**config.mk**
```make
export PLATFORM = sky130hd
export DESIGN_NAME = cordic_arbiter
export DESIGN_NICKNAME = d
export VERILOG_FILES = /design/src/rtl/cordic_arbiter.sv
export SDC_FILE = /design/constraint.sdc
export NUM_CORES = 1
export LEC_CHECK = 0
export ABC_AREA = 1
export CAP_MARGIN = 20
export CORE_MARGIN = 1
export CORE_UTILIZATION = 41
export DETAILED_ROUTE_END_ITERATION = 10
export GPL_TIMING_DRIVEN = 0
export PLACE_DENSITY = 0.82
export SETUP_SLACK_MARGIN = 0.15
export SKIP_LAST_GASP = 1
export SLEW_MARGIN = 20
export SYNTH_ARGS = -nofsm -noshare
export SYNTH_HDL_FRONTEND = slang
export SYNTH_SLANG_ARGS = --single-unit
export TNS_END_PERCENT = 30
```
**constraint.sdc**
```tcl
create_clock -name clk -period 2 [get_ports clk]
set_input_delay 0.2 -clock clk [delete_from_list [all_inputs] [get_ports clk]]
set_output_delay 0.2 -clock clk [all_outputs]
set_load 0.02 [all_outputs]
```
**src/rtl/cordic_arbiter.sv**
```systemverilog
// Round-robin arbiter sharing one CORDIC sine/cosine core among NUM_REQ angle requesters.
// Returns cos/sin tagged with the requester id, or an error response if the core never completes.
module cordic_arbiter #(
    parameter int unsigned NUM_REQ  = 4,
    parameter int unsigned ID_W     = 2,
    parameter int unsigned BIT_SIZE = 18,
    parameter int unsigned TIMEOUT  = 32
) (
    input  logic                        clk,
    input  logic                        rst,
    input  logic [NUM_REQ-1:0]          req_valid,
    input  logic [NUM_REQ*BIT_SIZE-1:0] req_angle,
    output logic [NUM_REQ-1:0]          req_ready,
    output logic                        rsp_valid,
    input  logic                        rsp_ready,
    output logic [ID_W-1:0]             rsp_id,
    output logic [BIT_SIZE-1:0]         rsp_cos,
    output logic [BIT_SIZE-1:0]         rsp_sin,
    output logic                        rsp_err,
    output logic                        busy,
    output logic                        core_init,
    output logic [BIT_SIZE-1:0]         core_angle,
    input  logic [BIT_SIZE-1:0]         core_cos,
    input  logic [BIT_SIZE-1:0]         core_sin,
    input  logic                        core_done
);

    localparam int unsigned CNT_W = $clog2(TIMEOUT);

    typedef enum logic [1:0] {IDLE, ISSUE, WAIT, RESP} state_e;

    state_e              state_q, state_d;
    logic [ID_W-1:0]     ptr_q, ptr_d;
    logic [ID_W-1:0]     id_q, id_d;
    logic [ID_W-1:0]     grant_id, cand;
    logic                grant_vld;
    logic [CNT_W-1:0]    wait_cnt_q, wait_cnt_d;
    logic [BIT_SIZE-1:0] angle_q, angle_d;
    logic [BIT_SIZE-1:0] cos_q, cos_d, sin_q, sin_d;
    logic                err_q, err_d;
    logic                rsp_valid_q, rsp_valid_d;
    logic                init_q, init_d;
    logic [BIT_SIZE-1:0] angle_arr [NUM_REQ];

    for (genvar g = 0; g < NUM_REQ; g++) begin : g_angle
        assign angle_arr[g] = req_angle[g*BIT_SIZE +: BIT_SIZE];
    end

    // Round-robin search starting just above the last winner
    always_comb begin
        grant_vld = 1'b0;
        grant_id  = '0;
        cand      = '0;
        for (int unsigned k = 1; k <= NUM_REQ; k++) begin
            cand = ID_W'((32'(ptr_q) + k) % NUM_REQ);
            if (!grant_vld && req_valid[cand]) begin
                grant_vld = 1'b1;
                grant_id  = cand;
            end
        end
    end

    always_ff @(posedge clk) begin
        if (rst) state_q <= IDLE;
        else     state_q <= state_d;
    end

    always_comb begin
        state_d = state_q;
        case (state_q)
            IDLE:    if (grant_vld) state_d = ISSUE;
            ISSUE:   state_d = WAIT;
            WAIT:    if (core_done || wait_cnt_q == CNT_W'(TIMEOUT - 1)) state_d = RESP;
            RESP:    if (rsp_ready) state_d = IDLE;
            default: state_d = IDLE;
        endcase
    end

    // Grant decode and next values for the job/response registers
    always_comb begin
        req_ready   = '0;
        ptr_d       = ptr_q;
        id_d        = id_q;
        angle_d     = angle_q;
        wait_cnt_d  = wait_cnt_q;
        cos_d       = cos_q;
        sin_d       = sin_q;
        err_d       = err_q;
        rsp_valid_d = rsp_valid_q;
        init_d      = 1'b0;
        case (state_q)
            IDLE: begin
                if (grant_vld && !rst) begin
                    req_ready[grant_id] = 1'b1;
                    ptr_d   = grant_id;
                    id_d    = grant_id;
                    angle_d = angle_arr[grant_id];
                    init_d  = 1'b1;
                end
            end
            ISSUE: wait_cnt_d = '0;
            WAIT: begin
                // done wins over a coincident timeout
                if (core_done) begin
                    cos_d       = core_cos;
                    sin_d       = core_sin;
                    err_d       = 1'b0;
                    rsp_valid_d = 1'b1;
                end else if (wait_cnt_q == CNT_W'(TIMEOUT - 1)) begin
                    cos_d       = '0;
                    sin_d       = '0;
                    err_d       = 1'b1;
                    rsp_valid_d = 1'b1;
                end else begin
                    wait_cnt_d = wait_cnt_q + CNT_W'(1);
                end
            end
            RESP: if (rsp_ready) rsp_valid_d = 1'b0;
            default: ;
        endcase
    end

    always_ff @(posedge clk) begin
        if (rst) begin
            ptr_q       <= ID_W'(NUM_REQ - 1);
            id_q        <= '0;
            angle_q     <= '0;
            wait_cnt_q  <= '0;
            cos_q       <= '0;
            sin_q       <= '0;
            err_q       <= 1'b0;
            rsp_valid_q <= 1'b0;
            init_q      <= 1'b0;
        end else begin
            ptr_q       <= ptr_d;
            id_q        <= id_d;
            angle_q     <= angle_d;
            wait_cnt_q  <= wait_cnt_d;
            cos_q       <= cos_d;
            sin_q       <= sin_d;
            err_q       <= err_d;
            rsp_valid_q <= rsp_valid_d;
            init_q      <= init_d;
        end
    end

    assign rsp_valid  = rsp_valid_q;
    assign rsp_id     = id_q;
    assign rsp_cos    = cos_q;
    assign rsp_sin    = sin_q;
    assign rsp_err    = err_q;
    assign busy       = (state_q != IDLE);
    assign core_init  = init_q;
    assign core_angle = angle_q;

endmodule

```
==> impl_metrics.py <==
metrics = {
    "run_status": {
        "status": "complete, but fails checks",
        "violations": "setup timing",
    },
    "timing": {
        "setup_tns_ns": -2.23,
        "setup_viol": 22,
        "slew_headroom_pct": 65.6,
        "rsz0062_at_grt": "true",
        "clock_skew_ns": 0.00832,
        "worst_pin_slew_ns": 0.516,
        "fmax_ghz": 0.445,
        "fin_crit_sh_pct": 112,
        "whs_ns": 0.307,
        "setup_slack_ns": -0.246,
        "final_max_slew_viol_count": 0,
        "finalHoldViolations": 0,
        "finalCriticalPeriod_ns": 2.25,
    },
    "cts": {
        "cts_buffer_depth": 2,
        "cts_root_buf": "clkbuf_8",
        "clock-sinks": 68,
        "postCtsHoldBufs": 0,
        "cts_tree": "done",
        "htree_levels": 3,
        "path_clk_slew_ns": 0.08,
        "clock_latency_ns": 0.34,
        "cts_made_buffers": 9,
    },
    "pwr": {
        "powerDensity_nw_per_um2": 1530,
        "ir_drop_mv": 0.773,
        "power_mw": 9.76,
        "p_leak_nw": 2.87,
    },
    "synthesis": {
        "syn-num-nets": 683,
        "avgSynthCellArea_um2": 6.42,
        "syn_inst": 561,
        "syn-cell-area_um2": 3600,
        "synth-seq-cells": 68,
        "ys_seq_area_share_pct": 37.8,
        "yosys_warnings": 0,
        "ys_types": 28,
    },
    "worst_setup_path": {
        "critPathMaxFanout": 9,
        "critPathMaxStageDelay_ns": 0.34,
        "crit_path_top_delay_cell": "dfxtp_2",
        "arrival_ns": 2.05,
        "regToRegSetupSlack_ns": -0.17,
        "critPathTopFamily": "simple AND/OR/NAND/NOR gates",
        "path_cells": "buf_6 > inv_8 > nand2_4 > nand2_4 > nand2_2 > nand2_2 > nor2_4 > nand3_4 > nand2_2 > inv_2 > nand2_4 > inv_6 > nand2_4 > nor2_4 > buf_6",
        "startpoint_type": "register",
        "setup.worst_path.start": "ptr_q[0]$_SDFFE_PP1P_",
        "endpoint_kind": "output pin",
        "worstReg2RegStart": "ptr_q[0]$_SDFFE_PP1P_",
        "timing.rr.end": "core_angle[2]$_SDFFE_PP0P_",
        "worstSetupPathType": "register to output pin",
        "reg2reg_depth": 15,
        "crit_buf_inv": 5,
        "critical_path_required_ns": 1.80,
        "cpMostUsedCell": "nand2_4",
    },
    "global_routing": {
        "grt_pass1_vias": 4429,
        "grt_pass1_wl_mm": 19.7,
        "overflow": 0,
        "antenna_found_initial": 0,
        "grt_max_degree": 13,
        "grtUsageTotal_pct": 27.4,
    },
    "cells_and_area": {
        "layout.cells.non_filler": 892,
        "drive_gt1_share_pct": 16.9,
        "antenna_cells": 0,
        "syn2layout_area_growth_pct": 77.3,
        "fin_util_pct": 76.6,
        "design_area_um2": 6390,
        "nets": 905,
    },
    "routing": {
        "drt_iter0_drc": 247,
        "via_per_inst": 5.05,
        "drt-total-wl_mm": 13.4,
        "num_vias": 4501,
        "drt-pass1-iter-count": 5,
        "ant_nets": 0,
        "drc": 0,
        "wl_per_cell_um": 15.0,
    },
    "floorplan": {
        "die_area_um2": 9160,
        "start_util_pct": 43.2,
        "die_h_um": 95.7,
        "num_rows": 33,
        "coreArea_um2": 8340,
        "die_x_um": 95.7,
        "ios": 180,
    },
    "placed_design": {
        "dpl_cell_area_um2": 5520,
        "pre_cts_ws_ns": -0.757,
        "place_inst": 844,
        "io_buffers": 178,
        "place_hpwl_mm": 8.97,
        "gp_congestion": 0.973,
    },
    "job": {
        "cap_violations": 0,
    },
    "hold_path": {
        "hold_depth": 2,
        "hold_end": "wait_cnt_q[3]$_SDFFE_PP0P_",
        "min_path_type": "primary input to register",
        "min_from": "rst",
    },
}
per-layer routing:
metal  vias to the layer above  share of wire (%)  GRT usage [%]
met4                         0                3.0           10.8
li1                       2198                  -              -
met1                      2030                 38           29.3
met5                         -                  0              0
met2                       230                 49           51.2
met3                        43                 10           6.79
layout make-up:
class,count,area [um^2]
Clock buffer,10,138
Multi-Input combinational cell,380,2040
Buffer,28,210
Sequential cell,68,1370
Timing Repair Buffer,211,2100
Tap cell,105,131
Clock inverter,5,60.1
Fill cell,584,1950
Inverter,85,339
sequential cells by signal, indices dropped and copies added (netlist names):
name and count:
core_angle 18, ptr_q 2, rsp_cos 18, rsp_err 1, rsp_sin 18, rsp_id 2
wait_cnt_q 5, core_init 1, state_q 2, rsp_valid 1
worst max-delay path by stage:
stage               depth (start not counted)      endpoint  slack (ns)
finish                                     15  req_ready[2]       -0.25
global route                               14  req_ready[2]       -0.32
CTS                                        14  req_ready[3]       -0.17
detailed placement                         14  req_ready[3]       -0.76
global placement                           14  req_ready[3]       -0.72
floorplan                                  13  req_ready[0]        0.13
cells in the final DEF (no fill, tap or decap), drive strengths merged:
cell           instances
nand2                215
clkdlybuf4s50        174
inv                   84
dfxtp                 68
buf                   52
a21oi                 50
nand3                 47
nand4                 25
clkbuf                23
nor2                  17
o21ai                  6
ha                     6
or2                    5
nor3                   4
clkinv                 4
a221oi                 2
a31oi                  1
a211oi                 1
o211ai                 1
bufinv                 1
clkinvlp               1
Yosys cell counts, drive strengths merged:
master,n,area share (%)
nand2,215,23
inv,83,8.7
dfxtp,68,38
a21oi,50,6.9
nand3,47,7.3
nand4,25,4.3
buf,17,3.2
nor2,17,2.1
clkbuf,11,1.1
ha,6,2.1
o21ai,6,0.83
or2,5,0.87
nor3,4,0.56
a221oi,2,0.49
clkinv,2,0.21
a211oi,1,0.21
a31oi,1,0.17
o211ai,1,0.21
cell families after synthesis:
logic type	Yosys count	synth area share (%)
adders and majority gates	6	2.08
and+or+nand+nor	313	38.0
buffers and inverters	113	13.2
AOI/OAI and AO/OA	61	8.86
DFF	68	37.8
timing repair:
item	in CTS	in global routing
setup endpoints to repair	65	71
pin swaps	21	12
setup buffers	25	4
resized for setup	88	48
cloned	1	3
power breakdown:
| part | leakage [nW] | internal [mW] | switching, mW |
|---|---|---|---|
| clock network | 0.0987 | 0.608 | 0.556 |
| registers | 0.555 | 1.63 | 0.151 |
| logic | 2.22 | 3.10 | 3.72 |
No activity file was read; power rests on OpenSTA's default activity.
